### src/rtl/data_ram_arbiter_pkg.sv
// Shared constants and types for the data RAM arbiter: memory geometry,
// the starvation bound and the port-select encoding used for response steering.
package data_ram_arbiter_pkg;

   localparam int DATA_RAM_SIZE             = 32768;
   localparam int AXI_DATA_WIDTH            = 32;
   localparam int DATA_RAM_ARB_STARVE_LIMIT = 4;
   localparam int STARVE_CNT_W              = 4;

   typedef enum logic {
      PORT_CORE = 1'b0,
      PORT_AXI  = 1'b1
   } port_sel_e;

   // Saturating starvation-count step; a grant to port 1 always wins over an increment.
   function automatic logic [STARVE_CNT_W-1:0] starve_next(
      input logic [STARVE_CNT_W-1:0] cnt,
      input logic                    p1_req,
      input logic                    p1_gnt,
      input logic [STARVE_CNT_W-1:0] limit
   );
      logic [STARVE_CNT_W-1:0] nxt;
      nxt = cnt;
      if (p1_gnt) begin
         nxt = '0;
      end else if (p1_req && (cnt < limit)) begin
         nxt = cnt + 1'b1;
      end
      return nxt;
   endfunction

endpackage

### src/rtl/data_ram_arbiter_if.sv
// Bundle of both requester ports plus the RAM macro side of the data RAM arbiter.
// The arbiter uses the slave modport; requesters and the RAM model use master.
interface data_ram_arbiter_if
   import data_ram_arbiter_pkg::*;
#(
   parameter int ADDR_WIDTH = $clog2(DATA_RAM_SIZE),
   parameter int DATA_WIDTH = AXI_DATA_WIDTH
);

   localparam int BE_W = DATA_WIDTH / 8;

   logic                  p0_req;
   logic [ADDR_WIDTH-1:0] p0_addr;
   logic                  p0_we;
   logic [BE_W-1:0]       p0_be;
   logic [DATA_WIDTH-1:0] p0_wdata;
   logic                  p0_gnt;
   logic                  p0_rvalid;
   logic [DATA_WIDTH-1:0] p0_rdata;

   logic                  p1_req;
   logic [ADDR_WIDTH-1:0] p1_addr;
   logic                  p1_we;
   logic [BE_W-1:0]       p1_be;
   logic [DATA_WIDTH-1:0] p1_wdata;
   logic                  p1_gnt;
   logic                  p1_rvalid;
   logic [DATA_WIDTH-1:0] p1_rdata;

   logic                  ram_en;
   logic [ADDR_WIDTH-3:0] ram_addr;
   logic                  ram_we;
   logic [BE_W-1:0]       ram_be;
   logic [DATA_WIDTH-1:0] ram_wdata;
   logic [DATA_WIDTH-1:0] ram_rdata;

   modport slave (
      input  p0_req, p0_addr, p0_we, p0_be, p0_wdata,
      output p0_gnt, p0_rvalid, p0_rdata,
      input  p1_req, p1_addr, p1_we, p1_be, p1_wdata,
      output p1_gnt, p1_rvalid, p1_rdata,
      output ram_en, ram_addr, ram_we, ram_be, ram_wdata,
      input  ram_rdata
   );

   modport master (
      output p0_req, p0_addr, p0_we, p0_be, p0_wdata,
      input  p0_gnt, p0_rvalid, p0_rdata,
      output p1_req, p1_addr, p1_we, p1_be, p1_wdata,
      input  p1_gnt, p1_rvalid, p1_rdata,
      input  ram_en, ram_addr, ram_we, ram_be, ram_wdata,
      output ram_rdata
   );

endinterface

### src/rtl/data_ram_arbiter.sv
// Fixed-priority arbiter for the single-port data RAM: core (port 0) wins
// conflicts until the AXI bridge (port 1) has lost STARVE_LIMIT in a row.
module data_ram_arbiter
   import data_ram_arbiter_pkg::*;
#(
   parameter int ADDR_WIDTH   = $clog2(DATA_RAM_SIZE),
   parameter int DATA_WIDTH   = AXI_DATA_WIDTH,
   parameter int STARVE_LIMIT = DATA_RAM_ARB_STARVE_LIMIT
) (
   input  logic                     clk,
   input  logic                     rst,
   data_ram_arbiter_if.slave        bus
);

   localparam int BE_W = DATA_WIDTH / 8;
   localparam logic [STARVE_CNT_W-1:0] LIMIT = STARVE_CNT_W'(STARVE_LIMIT);

   logic [STARVE_CNT_W-1:0] r_starve_cnt;
   port_sel_e               r_resp_sel;
   logic                    r_resp_pend;

   port_sel_e               w_win;
   logic                    w_p0_gnt;
   logic                    w_p1_gnt;
   logic                    w_any_gnt;
   logic [STARVE_CNT_W-1:0] w_starve_nxt;

   always_comb begin
      w_win = PORT_CORE;
      if (bus.p1_req && (!bus.p0_req || (r_starve_cnt == LIMIT))) begin
         w_win = PORT_AXI;
      end
   end

   // Grants are suppressed during reset so nothing reaches the RAM.
   assign w_p0_gnt  = !rst && bus.p0_req && (w_win == PORT_CORE);
   assign w_p1_gnt  = !rst && bus.p1_req && (w_win == PORT_AXI);
   assign w_any_gnt = w_p0_gnt || w_p1_gnt;

   assign bus.p0_gnt = w_p0_gnt;
   assign bus.p1_gnt = w_p1_gnt;

   always_comb begin
      bus.ram_en    = w_any_gnt;
      bus.ram_we    = 1'b0;
      bus.ram_addr  = bus.p0_addr[ADDR_WIDTH-1:2];
      bus.ram_be    = bus.p0_be;
      bus.ram_wdata = bus.p0_wdata;
      if (w_win == PORT_AXI) begin
         bus.ram_addr  = bus.p1_addr[ADDR_WIDTH-1:2];
         bus.ram_be    = bus.p1_be;
         bus.ram_wdata = bus.p1_wdata;
         bus.ram_we    = w_any_gnt && bus.p1_we;
      end else begin
         bus.ram_we    = w_any_gnt && bus.p0_we;
      end
   end

   assign w_starve_nxt = starve_next(r_starve_cnt, bus.p1_req, w_p1_gnt, LIMIT);

   always_ff @(posedge clk) begin
      if (rst) begin
         r_starve_cnt <= '0;
      end else begin
         r_starve_cnt <= w_starve_nxt;
      end
   end

   always_ff @(posedge clk) begin
      if (rst) begin
         r_resp_pend <= 1'b0;
         r_resp_sel  <= PORT_CORE;
      end else begin
         r_resp_pend <= w_any_gnt;
         if (w_any_gnt) begin
            r_resp_sel <= w_win;
         end
      end
   end

   // Response steering: the port that did not issue the access sees zero data.
   always_comb begin
      bus.p0_rvalid = r_resp_pend && (r_resp_sel == PORT_CORE);
      bus.p1_rvalid = r_resp_pend && (r_resp_sel == PORT_AXI);
      bus.p0_rdata  = '0;
      bus.p1_rdata  = '0;
      if (r_resp_sel == PORT_CORE) begin
         bus.p0_rdata = bus.ram_rdata;
      end else begin
         bus.p1_rdata = bus.ram_rdata;
      end
   end

endmodule

### src/flat_wrapper.sv
// flat-port wrapper written by rule: the top's interface ports become plain ports
module data_ram_arbiter_flat import data_ram_arbiter_pkg::*;
#(
   parameter int ADDR_WIDTH   = $clog2(DATA_RAM_SIZE),
   parameter int DATA_WIDTH   = AXI_DATA_WIDTH,
   parameter int STARVE_LIMIT = DATA_RAM_ARB_STARVE_LIMIT
)
  (clk, rst, bus_p0_req, bus_p0_addr, bus_p0_we, bus_p0_be, bus_p0_wdata, bus_p0_gnt, bus_p0_rvalid, bus_p0_rdata, bus_p1_req, bus_p1_addr, bus_p1_we, bus_p1_be, bus_p1_wdata, bus_p1_gnt, bus_p1_rvalid, bus_p1_rdata, bus_ram_en, bus_ram_addr, bus_ram_we, bus_ram_be, bus_ram_wdata, bus_ram_rdata);
  data_ram_arbiter_if #(.ADDR_WIDTH(ADDR_WIDTH), .DATA_WIDTH(DATA_WIDTH)) bus_i ();
  input  logic clk;
  input  logic rst;
  input wire logic [$bits(bus_i.p0_req)-1:0] bus_p0_req;
  input wire logic [$bits(bus_i.p0_addr)-1:0] bus_p0_addr;
  input wire logic [$bits(bus_i.p0_we)-1:0] bus_p0_we;
  input wire logic [$bits(bus_i.p0_be)-1:0] bus_p0_be;
  input wire logic [$bits(bus_i.p0_wdata)-1:0] bus_p0_wdata;
  output wire logic [$bits(bus_i.p0_gnt)-1:0] bus_p0_gnt;
  output wire logic [$bits(bus_i.p0_rvalid)-1:0] bus_p0_rvalid;
  output wire logic [$bits(bus_i.p0_rdata)-1:0] bus_p0_rdata;
  input wire logic [$bits(bus_i.p1_req)-1:0] bus_p1_req;
  input wire logic [$bits(bus_i.p1_addr)-1:0] bus_p1_addr;
  input wire logic [$bits(bus_i.p1_we)-1:0] bus_p1_we;
  input wire logic [$bits(bus_i.p1_be)-1:0] bus_p1_be;
  input wire logic [$bits(bus_i.p1_wdata)-1:0] bus_p1_wdata;
  output wire logic [$bits(bus_i.p1_gnt)-1:0] bus_p1_gnt;
  output wire logic [$bits(bus_i.p1_rvalid)-1:0] bus_p1_rvalid;
  output wire logic [$bits(bus_i.p1_rdata)-1:0] bus_p1_rdata;
  output wire logic [$bits(bus_i.ram_en)-1:0] bus_ram_en;
  output wire logic [$bits(bus_i.ram_addr)-1:0] bus_ram_addr;
  output wire logic [$bits(bus_i.ram_we)-1:0] bus_ram_we;
  output wire logic [$bits(bus_i.ram_be)-1:0] bus_ram_be;
  output wire logic [$bits(bus_i.ram_wdata)-1:0] bus_ram_wdata;
  input wire logic [$bits(bus_i.ram_rdata)-1:0] bus_ram_rdata;
  assign bus_i.p0_req = bus_p0_req;
  assign bus_i.p0_addr = bus_p0_addr;
  assign bus_i.p0_we = bus_p0_we;
  assign bus_i.p0_be = bus_p0_be;
  assign bus_i.p0_wdata = bus_p0_wdata;
  assign bus_p0_gnt = bus_i.p0_gnt;
  assign bus_p0_rvalid = bus_i.p0_rvalid;
  assign bus_p0_rdata = bus_i.p0_rdata;
  assign bus_i.p1_req = bus_p1_req;
  assign bus_i.p1_addr = bus_p1_addr;
  assign bus_i.p1_we = bus_p1_we;
  assign bus_i.p1_be = bus_p1_be;
  assign bus_i.p1_wdata = bus_p1_wdata;
  assign bus_p1_gnt = bus_i.p1_gnt;
  assign bus_p1_rvalid = bus_i.p1_rvalid;
  assign bus_p1_rdata = bus_i.p1_rdata;
  assign bus_ram_en = bus_i.ram_en;
  assign bus_ram_addr = bus_i.ram_addr;
  assign bus_ram_we = bus_i.ram_we;
  assign bus_ram_be = bus_i.ram_be;
  assign bus_ram_wdata = bus_i.ram_wdata;
  assign bus_i.ram_rdata = bus_ram_rdata;
  data_ram_arbiter #(.ADDR_WIDTH(ADDR_WIDTH), .DATA_WIDTH(DATA_WIDTH), .STARVE_LIMIT(STARVE_LIMIT)) u_core (.clk(clk), .rst(rst), .bus(bus_i));
endmodule
### config.mk
export PLATFORM = sky130hd
export DESIGN_NAME = data_ram_arbiter_flat
export DESIGN_NICKNAME = d
export VERILOG_FILES = /design/src/rtl/data_ram_arbiter_pkg.sv /design/src/rtl/data_ram_arbiter_if.sv /design/src/rtl/data_ram_arbiter.sv /design/src/flat_wrapper.sv
export SDC_FILE = /design/constraint.sdc
export NUM_CORES = 1
export LEC_CHECK = 0
export CAP_MARGIN = 30
export CORE_AREA = 2 2 99 101
export DETAILED_ROUTE_END_ITERATION = 6
export DIE_AREA = 0 0 101 103
export HOLD_SLACK_MARGIN = 0.02
export PLACE_DENSITY = 0.68
export SLEW_MARGIN = 20
export SYNTH_ARGS = -nofsm -noshare
export SYNTH_HDL_FRONTEND = slang
export SYNTH_SLANG_ARGS = --single-unit
### constraint.sdc
create_clock -name clk -period 1.7 [get_ports clk]
set_input_delay 0.255 -clock clk [delete_from_list [all_inputs] [get_ports clk]]
set_output_delay 0.255 -clock clk [all_outputs]
set_load 0.01 [all_outputs]
==> impl_metrics.py <==
metrics = {
    "yosys": {
        "yosysUniqueCellTypes": 22,
        "syn_avg_cell_area_um2": 9.35,
        "ys_seq_area_share_pct": 7.83,
        "yosys_warnings": 0,
        "synth_common_cells": "mux2_4 (46), nor2b_1 (36), and2_1 (33)",
        "ys.flop_type": "dfxtp_1",
        "synth_most_common_cell": "mux2_4",
        "synth_top_area_share_pct": 45.0,
        "ys_async_sr_fraction_pct": 0,
        "yosys-top-cells-area": "mux2_4 (45%), nor2b_1 (15%), and2_1 (13%), dfxtp_1 (7.8%), buf_6 (4.4%)",
        "synthesis.area_um2": 1530,
        "syn_nets": 306,
        "ys_seq_elements": 6,
        "synth_largest_area_cell": "mux2_4",
        "synth_cells": 164,
        "synth_edf_count": 0,
    },
    "grt": {
        "grtUsageTotal_pct": 14.0,
        "grt-ovfl-total": 0,
        "grt_max_degree": 34,
        "antenna_found_initial": 0,
        "grt_pass1_wl_um": 11600,
        "grt_pass1_vias": 2175,
    },
    "sta": {
        "holdWs_ns": 0.507,
        "setup_viol": 50,
        "clock_skew_ns": 0.00747,
        "hold_viol": 0,
        "rsz0062_at_grt": "yes",
        "fmax_mhz": 446,
        "period_minus_slack_ns": 2.24,
        "worst_pin_slew_ns": 0.220,
        "post-route-period-util_pct": 132,
        "setup_slack_ns": -0.544,
        "slew_viol_final": 0,
        "slew_headroom_pct": 85.4,
    },
    "place": {
        "gp_congestion": 0.774,
        "io_buffers": 254,
        "hpwl_um": 6380,
        "dp_cells": 534,
    },
    "floorplan": {
        "die_area_um2": 10400,
        "initial_utilization_pct": 16.2,
        "num_rows": 36,
        "die_h_um": 103,
        "core_um2": 9460,
        "fp.dieW_um": 101,
        "io_pins": 259,
    },
    "final_layout": {
        "final_nets": 585,
        "num_antenna_cells": 0,
        "utilization_pct": 49.3,
        "regArea_um2": 126,
        "syn2layout_area_growth_pct": 204,
        "multi_input_area_um2": 1330,
        "nFillCells": 904,
        "drive_gt1_share_pct": 33.1,
        "finalNonFillerCells": 555,
    },
    "critical_path": {
        "cp_slowest_stage_delay_ns": 0.32,
        "reg2regPathDepth": 6,
        "crit_chain": "inv_2, ha_4, and4b_4, or2_4, buf_6, buf_16, mux2_4, buf_6",
        "worstPathArrival_ns": 1.99,
        "crit_type": "reg2out",
        "cp_max_fo": 7,
        "reg2reg_from": "u_core.r_starve_cnt[0]",
        "critPathLaunchType": "flop",
        "cp_common_cell": "buf_6",
        "end_kind": "output pin",
        "r2r_slack_ns": 0.27,
        "r2r_end": "u_core.r_starve_cnt[1]",
        "crit_required_ns": 1.44,
        "crit_path_top_delay_cell": "dfxtp_2",
    },
    "status": {
        "outcome": "finished with violations",
        "violations": "negative setup slack",
    },
    "detailed_routing": {
        "drt_iter0_markers": 13,
        "drt_drc_violations_left": 0,
        "drt-total-wl_um": 8290,
        "drtPass1Iterations": 4,
        "avgViaCountPerCell": 4.03,
        "vias": 2234,
        "wl_per_cell_um": 14.9,
        "ant_nets": 0,
    },
    "job": {
        "maxCapViolations": 0,
    },
    "clocking": {
        "clock-root-buffer": "clkbuf_8",
        "cts_sinks": 6,
        "clk_latency_ns": 0.23,
        "cts_hold_buffers": 0,
        "cts_tree": "done",
        "cts_made_buffers": 3,
        "cts_buffer_depth": 2,
        "clkSlewWorstSetupHoldPaths_ns": 0.04,
        "cts.htree.levels": 1,
    },
    "power_and_ir_drop": {
        "peakVddDrop_uv": 262,
        "cellPowerDensity_nw_per_um2": 334,
        "p_leak_uw": 0.00229,
    },
    "worst_hold_path": {
        "min_path_type": "reg2reg",
        "min_path_cells": 2,
        "min_to": "u_core.r_starve_cnt[3]",
        "min_from": "u_core.r_starve_cnt[3]",
    },
}
==> worst max path at each step <==
stage / startpoint / cells past startpoint / slack [ns] / to
floorplan: u_core.r_starve_cnt[0] / 7 / -0.07 / bus_ram_addr[11]
global placement: bus_p1_req / 6 / -0.76 / bus_ram_wdata[9]
detailed placement: bus_p1_req / 6 / -0.80 / bus_ram_wdata[7]
CTS: u_core.r_starve_cnt[0] / 7 / -0.57 / bus_ram_wdata[8]
global route: u_core.r_starve_cnt[0] / 8 / -0.59 / bus_ram_addr[7]
finish: u_core.r_starve_cnt[0] / 8 / -0.54 / bus_ram_addr[7]
==> cell usage in the layout, fill, tap and decap left out, types with 2 or more instances in the layout <==
| cell | instances |
|---|---|
| clkdlybuf4s50_1 | 142 |
| buf_6 | 54 |
| dlygate4sd2_1 | 52 |
| mux2_4 | 48 |
| nor2b_1 | 36 |
| and2_1 | 33 |
| buf_4 | 14 |
| dlymetal6s2s_1 | 8 |
| nor2_1 | 5 |
| nor3_1 | 5 |
| buf_12 | 5 |
| buf_16 | 4 |
| buf_2 | 4 |
| clkbuf_8 | 3 |
| dfxtp_1 | 3 |
| inv_2 | 2 |
| bufbuf_16 | 2 |
| clkbuf_2 | 2 |
| dfxtp_2 | 2 |
==> kinds of logic after synthesis <==
family	count (synthesis)	synth area share (%)
flip-flops	6	7.83
adder cells (fa/ha/maj)	2	1.63
multiplexers	50	47.9
AND/OR/NAND/NOR	85	33.9
AO/OA/AOI/OAI	3	1.06
XOR/XNOR	1	0.571
buffers and inverters	17	7.10
==> through the flow <==
stage               worst slack, ns  total power [µW]  setup TNS [ns]  area, µm²
floorplan                   -0.0669               554           -3.04       1560
global placement             -0.760              1250          -38.00       4300
detailed placement           -0.798              1270          -39.34       4300
CTS                          -0.575              1560          -24.34       4640
global route                 -0.585              1640          -25.08       4660
finish                       -0.544              1560          -22.84       4660
==> final cells by class <==
| cell class | instances | share of cell area (%) |
|---|---|---|
| Sequential cell | 6 | 2.71 |
| Inverter | 3 | 0.241 |
| Clock buffer | 3 | 0.885 |
| Multi-Input combinational cell | 141 | 28.5 |
| Tap cell | 114 | 3.06 |
| Timing Repair Buffer | 288 | 64.6 |
==> worst max-delay path, delay by kind of cell (launching register included) <==
kind                     cells  cell delay [ns]
adder cells (fa/ha/maj)      1             0.15
buffers and inverters        4             0.47
flip-flops                   1             0.32
multiplexers                 1             0.30
AND/OR/NAND/NOR              2             0.51
==> where the power goes <==
group / internal [µW] / switching [µW]
registers: 148 / 4.73
logic: 801 / 374
clock network: 154 / 76.6
total: 1100 / 455
==> timing repair <==
action,in CTS,in global routing
setup buffers,11,1
endpoints found under the hold margin,0,0
endpoints found under the setup margin,90,60
resized for setup,321,12
gates cloned,6,0
pin swaps,1,3
==> registers in the layout, summed over array words and instances (netlist names) <==
name,cells
u_core.r_resp_pend,1
u_core.r_resp_sel,1
u_core.r_starve_cnt,4
==> routing by layer <==
metal	vias to the layer above	global-route usage [%]	share of wire [%]	wire, µm
met5	-	0	0	0
met4	0	2.39	1.1	94
met3	9	3.39	8.8	727
met2	122	27.3	53	4380
met1	997	15.5	37	3080
li1	1106	-	-	-
Power figures use the tool's default switching activity.
